<file path="src/rtl/sdram_port_arbiter.sv">
// -----------------------------------------------------------------------------
// sdram_port_arbiter
//
// Shares the single cartridge SDRAM port among three requesters: the flash
// loader (LD), the PPU CHR fetch (PPU) and the CPU PRG fetch (CPU). One request
// is latched at a time and held stable on the sd_* command outputs for the
// controller's sync-aligned two-slot access. At the second sync after the
// grant, read data is captured for the winner and a one-cycle ack is pulsed.
// A starvation guard lets the CPU win after it has lost STARVE_LIMIT
// consecutive grants to the PPU.
//
// Ports
//   clock, reset           system clock; synchronous active-high reset
//   sync                   one-cycle slot strobe from the SDRAM timing
//   sd_ready               controller init complete; no grants while low
//   ld_req/addr/wdata      loader (always a full-word write), ld_ack pulse
//   ppu_req/we/addr/ds/wdata, ppu_ack, ppu_rdata    PPU port
//   cpu_req/we/addr/ds/wdata, cpu_ack, cpu_rdata    CPU port
//   sd_we, sd_oe, sd_addr, sd_ds, sd_din, sd_dout   controller command/data
//   busy                   high whenever an access is in flight
// -----------------------------------------------------------------------------
module sdram_port_arbiter #(
  parameter int ADDR_W       = 20,
  parameter int STARVE_LIMIT = 2
) (
  input  logic              clock,
  input  logic              reset,
  input  logic              sync,
  input  logic              sd_ready,

  input  logic              ld_req,
  input  logic [ADDR_W-1:0] ld_addr,
  input  logic [15:0]       ld_wdata,
  output logic              ld_ack,

  input  logic              ppu_req,
  input  logic              ppu_we,
  input  logic [ADDR_W-1:0] ppu_addr,
  input  logic [1:0]        ppu_ds,
  input  logic [15:0]       ppu_wdata,
  output logic              ppu_ack,
  output logic [15:0]       ppu_rdata,

  input  logic              cpu_req,
  input  logic              cpu_we,
  input  logic [ADDR_W-1:0] cpu_addr,
  input  logic [1:0]        cpu_ds,
  input  logic [15:0]       cpu_wdata,
  output logic              cpu_ack,
  output logic [15:0]       cpu_rdata,

  output logic              sd_we,
  output logic              sd_oe,
  output logic [ADDR_W-1:0] sd_addr,
  output logic [1:0]        sd_ds,
  output logic [15:0]       sd_din,
  input  logic [15:0]       sd_dout,

  output logic              busy
);

  typedef enum logic [1:0] {
    IDLE  = 2'd0,  // waiting for a request
    ARMED = 2'd1,  // command presented, waiting for controller to capture it
    SLOT1 = 2'd2   // controller working, data returns on the next sync
  } state_t;

  typedef enum logic [1:0] {
    SRC_LD  = 2'd0,
    SRC_PPU = 2'd1,
    SRC_CPU = 2'd2
  } src_t;

  // Counter only needs to reach STARVE_LIMIT; it saturates there.
  localparam int STARVE_W = (STARVE_LIMIT < 2) ? 1 : $clog2(STARVE_LIMIT + 1);
  localparam logic [STARVE_W-1:0] STARVE_MAX = STARVE_W'(STARVE_LIMIT);

  state_t              state_q, state_d;
  src_t                owner_q, owner_d;
  src_t                win;
  logic [STARVE_W-1:0] starve_q, starve_d;

  logic              sd_we_d, sd_oe_d;
  logic [ADDR_W-1:0] sd_addr_d;
  logic [1:0]        sd_ds_d;
  logic [15:0]       sd_din_d;
  logic              ld_ack_d, ppu_ack_d, cpu_ack_d;
  logic [15:0]       ppu_rdata_d, cpu_rdata_d;

  logic any_req;
  logic any_ack;
  logic grant;

  assign any_req = ld_req | ppu_req | cpu_req;
  // The ack cycle is spent in IDLE with the just-served requester still
  // holding req; granting then would serve it twice, so grants wait a cycle.
  assign any_ack = ld_ack | ppu_ack | cpu_ack;
  assign grant   = (state_q == IDLE) && sd_ready && !any_ack && any_req;
  assign busy    = (state_q != IDLE);

  // Winner selection. Loader always first; CPU jumps the PPU once starved.
  always_comb begin
    win = SRC_CPU;
    if (ld_req)
      win = SRC_LD;
    else if (cpu_req && (starve_q >= STARVE_MAX))
      win = SRC_CPU;
    else if (ppu_req)
      win = SRC_PPU;
  end

  // Next-state and next-output logic.
  always_comb begin
    // NOTE: every signal assigned here gets a default first so no path
    // leaves it unassigned; that is what keeps this block free of latches.
    state_d     = state_q;
    owner_d     = owner_q;
    starve_d    = starve_q;
    sd_we_d     = sd_we;
    sd_oe_d     = sd_oe;
    sd_addr_d   = sd_addr;
    sd_ds_d     = sd_ds;
    sd_din_d    = sd_din;
    ld_ack_d    = 1'b0;
    ppu_ack_d   = 1'b0;
    cpu_ack_d   = 1'b0;
    ppu_rdata_d = ppu_rdata;
    cpu_rdata_d = cpu_rdata;

    unique case (state_q)
      IDLE: begin
        if (grant) begin
          owner_d = win;
          state_d = ARMED;
          case (win)
            SRC_LD: begin
              sd_we_d   = 1'b1;
              sd_oe_d   = 1'b0;
              sd_addr_d = ld_addr;
              sd_ds_d   = 2'b11;
              sd_din_d  = ld_wdata;
            end
            SRC_PPU: begin
              sd_we_d   = ppu_we;
              sd_oe_d   = !ppu_we;
              sd_addr_d = ppu_addr;
              sd_ds_d   = ppu_ds;
              sd_din_d  = ppu_wdata;
            end
            default: begin
              sd_we_d   = cpu_we;
              sd_oe_d   = !cpu_we;
              sd_addr_d = cpu_addr;
              sd_ds_d   = cpu_ds;
              sd_din_d  = cpu_wdata;
            end
          endcase

          // Starvation bookkeeping: only a PPU win over a waiting CPU counts;
          // a loader win over a waiting CPU leaves the count alone.
          if (!cpu_req || win == SRC_CPU)
            starve_d = '0;
          else if (win == SRC_PPU && starve_q < STARVE_MAX)
            starve_d = starve_q + 1'b1;
        end
      end

      ARMED: begin
        if (sync)
          state_d = SLOT1;
      end

      SLOT1: begin
        if (sync) begin
          state_d = IDLE;
          sd_we_d = 1'b0;
          sd_oe_d = 1'b0;
          case (owner_q)
            SRC_LD:  ld_ack_d = 1'b1;
            SRC_PPU: begin
              ppu_ack_d = 1'b1;
              if (!sd_we) ppu_rdata_d = sd_dout;
            end
            default: begin
              cpu_ack_d = 1'b1;
              if (!sd_we) cpu_rdata_d = sd_dout;
            end
          endcase
        end
      end

      default: state_d = IDLE;
    endcase
  end

  // NOTE: reset is sampled on the clock edge only; an access cut short by
  // reset never acks, and the still-held request is simply served again.
  always_ff @(posedge clock) begin
    // NOTE: sequential state uses non-blocking assignments so every register
    // sees the pre-edge values of the others.
    if (reset) begin
      state_q   <= IDLE;
      owner_q   <= SRC_LD;
      starve_q  <= '0;
      sd_we     <= 1'b0;
      sd_oe     <= 1'b0;
      sd_addr   <= '0;
      sd_ds     <= 2'b00;
      sd_din    <= 16'h0000;
      ld_ack    <= 1'b0;
      ppu_ack   <= 1'b0;
      cpu_ack   <= 1'b0;
      ppu_rdata <= 16'h0000;
      cpu_rdata <= 16'h0000;
    end else begin
      state_q   <= state_d;
      owner_q   <= owner_d;
      starve_q  <= starve_d;
      sd_we     <= sd_we_d;
      sd_oe     <= sd_oe_d;
      sd_addr   <= sd_addr_d;
      sd_ds     <= sd_ds_d;
      sd_din    <= sd_din_d;
      ld_ack    <= ld_ack_d;
      ppu_ack   <= ppu_ack_d;
      cpu_ack   <= cpu_ack_d;
      ppu_rdata <= ppu_rdata_d;
      cpu_rdata <= cpu_rdata_d;
    end
  end

endmodule

</file>
<file path="config.mk">
export PLATFORM = sky130hd
export DESIGN_NAME = sdram_port_arbiter
export DESIGN_NICKNAME = d
export VERILOG_FILES = /design/src/rtl/sdram_port_arbiter.sv
export SDC_FILE = /design/constraint.sdc
export NUM_CORES = 1
export LEC_CHECK = 0
export ABC_AREA = 0
export CAP_MARGIN = 10
export CELL_PAD_IN_SITES_DETAIL_PLACEMENT = 1
export CELL_PAD_IN_SITES_GLOBAL_PLACEMENT = 2
export CORE_UTILIZATION = 17
export CTS_CLUSTER_DIAMETER = 120
export DETAILED_ROUTE_END_ITERATION = 8
export MAX_ROUTING_LAYER = met4
export PLACE_DENSITY_LB_ADDON = 0.1
export REMOVE_ABC_BUFFERS = 1
export SETUP_SLACK_MARGIN = 0.15
export SYNTH_ARGS = -nofsm -noshare
export SYNTH_HDL_FRONTEND = slang
export SYNTH_SLANG_ARGS = --single-unit
</file>
<file path="constraint.sdc">
create_clock -name clock -period 1.8 [get_ports clock]
set_clock_uncertainty 0.2 [all_clocks]
set_input_delay 0.36 -clock clock [delete_from_list [all_inputs] [get_ports clock]]
set_output_delay 0.36 -clock clock [all_outputs]
set_load 0.02 [all_outputs]
</file>
==> results.ini, run 1 <==
[worst_hold_path]
hold_class = reg2reg

[clock_network]
tritoncts = built
hold_buffers = 0
cts.clk_slew.worst_paths_ns = 0.06
cts_root_buf = clkbuf_16
cts_max_path_buffers = 2
numCtsBuffers = 9
cts_max_level = 3
clk_latency_ns = 0.34
clkSinkCount = 81

[grt]
grt_use_total = 0.1466
grt-ovfl-total = 0
antenna_found_initial = 0
grt_pass1_vias = 4420
grt_pass1_wl_mm = 23.29
grt_max_degree = 54

[logic_synthesis]
synth_cells = 445
synth.avg_cell_area_um2 = 7.901
yosys.area.top_type = dfxtp_1
synth_edf_count = 0
yosysSeqAreaShare = 0.4612
ys_types = 35
yosysWarnings = 0
yosysMostFrequentCell = nand2_1
synthTopCellsByCount = nand2_1 (106), dfxtp_1 (81), o21ai_0 (47), nor2b_1 (37)
synth_top_area_share = 0.4612
ys_top_cells_by_area = dfxtp_1 (46%), nand2_1 (11%), a211oi_1 (7.7%)
async_reset_ff_frac = 0
synth-seq-cells = 81
synth_ff_type = dfxtp_1
synthesis.area_um2 = 3516

[final_layout]
fin_nets = 832
drive_gt1_frac = 0.3019
antenna_cells = 0
area_delta_synth_final_pct = 109.7

[setup_path]
required_ns = 1.82
criticalPathCategory = reg2reg
worstPathMaxFanout = 9
start_kind = register
end_kind = register
cp.arrival_ns = 2.00

[die]
ioPinCount = 213
dieHeight_um = 145.8
fp-row-count = 52
die_area_um2 = 21260
core_um2 = 20230
die_width_um = 145.8
initial_core_util = 0.1738

[routing]
drc = 0
vias_per_cell = 4.330
final_antenna_net_count = 0
drt_wl_total_mm = 17.33
vias = 4196
drtPass1Iterations = 4
drt_iter0_drc = 64
wl_per_cell_um = 17.88

[sta]
slew_viol_final = 0
fmax_ghz = 0.5074
rsz0062_at_grt = true
tightest_slew_ns = 0.2795
final.setup.tns_ns = -5.104
min_period_over_period = 1.095
hold_viol = 0
fin_hold_ws_ns = 0.2414
max-slew-margin-rel = 0.8137
fin_crit_ns = 1.971
finalSetupViolCount = 45
worst_slack_ns = -0.1707

[power_and_ir_drop]
leakage_nw = 2.948
p_int_mw = 3.615
sequentialPowerShare = 0.385
power_switching_mw = 1.387
ir_drop_uv = 354.7
powerDensity_nw_per_um2 = 678.4
clkPwrFrac = 0.381
swShare = 0.2773
p_comb_frac = 0.234

[place]
dp_hpwl_mm = 10.97
place.gp.congestion = 0.7235
io_buffers = 212

[flow_run]
drv_cap = 0

[outcome]
violations = setup timing
status = finished with violations

routing by layer:
layer  vias up  routed length [um]  global-route usage
li1       2044                   -                   -
met5         -                   0                   -
met3        13                1445             0.06113
met2       148                8594              0.2428
met1      1991                7074              0.1594
met4         0                 215             0.04316
repair_timing:
| item | in CTS | in global routing |
|---|---|---|
| setup buffers | 2 | 4 |
| pin swaps | 7 | 47 |
| resized for setup | 139 | 167 |
| cloned | 0 | 13 |
| endpoints found under the setup margin | 153 | 85 |
critical path, stage by stage, from the launching register on:
cell	delay, ns
dfxtp_2	0.32
or4b_4	0.58
o31a_4	0.40
clkbuf_16	0.21
nand2_1	0.08
o21ai_2	0.05
through the flow:
step	std cells	area, um2	power (mW)	utilization	worst slack (ns)
finish	969	7373	5.002	0.3644	-0.1707
global route	969	7373	5.243	0.3644	-0.2049
CTS	952	6594	4.877	0.3259	-0.1313
detailed placement	934	6262	2.962	0.3095	-0.6008
global placement	934	6262	2.952	0.3095	-0.5825
floorplan	410	3363	2.272	-	-0.8036
path summary, 6_finish.rpt:
kind | startpoint | endpoint | slack (ns) | cells after the start
worst min-delay path | sd_addr[9]$_SDFFE_PP0P_ | sd_addr[9]$_SDFFE_PP0P_ | 0.24 | 2
worst max register to register | ppu_ack$_SDFF_PP0_ | sd_din[12]$_SDFFE_PP0P_ | -0.17 | 5
worst max-delay path | ppu_ack$_SDFF_PP0_ | sd_din[12]$_SDFFE_PP0P_ | -0.17 | 5
worst min register to register | sd_addr[9]$_SDFFE_PP0P_ | sd_addr[9]$_SDFFE_PP0P_ | 0.24 | 2
cells in the final DEF (no fill, tap or decap), types with 2 or more instances in the layout:
cell | Yosys | layout
nand2_2 | 0 | 27
nand2b_1 | 2 | 2
clkbuf_16 | 0 | 17
dfxtp_1 | 81 | 79
a21oi_1 | 36 | 14
buf_12 | 0 | 10
o21ai_0 | 47 | 5
nor2_1 | 3 | 3
nor2b_1 | 37 | 37
clkdlybuf4s15_1 | 0 | 12
buf_6 | 1 | 9
nand2_4 | 0 | 25
or3_4 | 0 | 2
a21oi_2 | 1 | 21
buf_8 | 0 | 2
nor3_1 | 4 | 3
a211oi_1 | 36 | 16
dlygate4sd2_1 | 0 | 59
o22ai_1 | 4 | 4
buf_4 | 1 | 34
a21oi_4 | 0 | 2
clkbuf_2 | 0 | 4
o21ai_2 | 0 | 16
inv_1 | 3 | 3
clkdlybuf4s50_1 | 0 | 133
clkinv_2 | 0 | 2
a211oi_2 | 0 | 20
o21ai_1 | 29 | 55
nand2_1 | 106 | 54
dfxtp_2 | 0 | 2
registers in the layout, indices dropped and copies added, names as in the netlist:
signal	cells
sd_din	16
cpu_rdata	16
sd_oe	1
starve_q	2
ppu_rdata	16
sd_we	1
sd_ds	2
ppu_ack	1
state_q	2
owner_q	2
cpu_ack	1
sd_addr	20
ld_ack	1
cells by family (layout without fill, tap and decap cells):
logic type	after synthesis	count (layout)	synth area share
buffers and inverters	38	292	0.04662
AOI/OAI and AO/OA	157	157	0.2562
DFF	81	81	0.4612
and+or+nand+nor	167	167	0.2295
adders and majority gates	1	1	0.003558
muxes	1	1	0.002847
power by group through the flow:
stage,clock [mW],sequential [mW],combinational (mW)
2_1_floorplan,0,2.06,0.215
3_3_place_gp,0,1.96,0.995
3_5_place_dp,0,1.96,1.00
4_1_cts,1.97,1.92,0.993
5_1_grt,2.05,1.94,1.26
6_report,1.91,1.93,1.17
area by class of cell:
cell class              instances  area (um2)
clock buffers                  10       239.0
clock inverters                 6       65.06
fillers                      2331       12860
inverters                       3       11.26
multi-input cells             326        2305
flip-flops and latches         81        1624
well taps                     270       337.8
repair buffers                273        2791
(Power assumes the default switching activity.)
==> run 2: changes to the inputs <==
--- a/config.mk
+++ b/config.mk
@@ -6,7 +6,7 @@
 export NUM_CORES = 1
 export LEC_CHECK = 0
 export ABC_AREA = 0
-export CAP_MARGIN = 10
+export CAP_MARGIN = 20
 export CELL_PAD_IN_SITES_DETAIL_PLACEMENT = 1
 export CELL_PAD_IN_SITES_GLOBAL_PLACEMENT = 2
 export CORE_UTILIZATION = 17
==> results of run 2 <==
Final layout, timing and power as in run 1 (identical DEF).
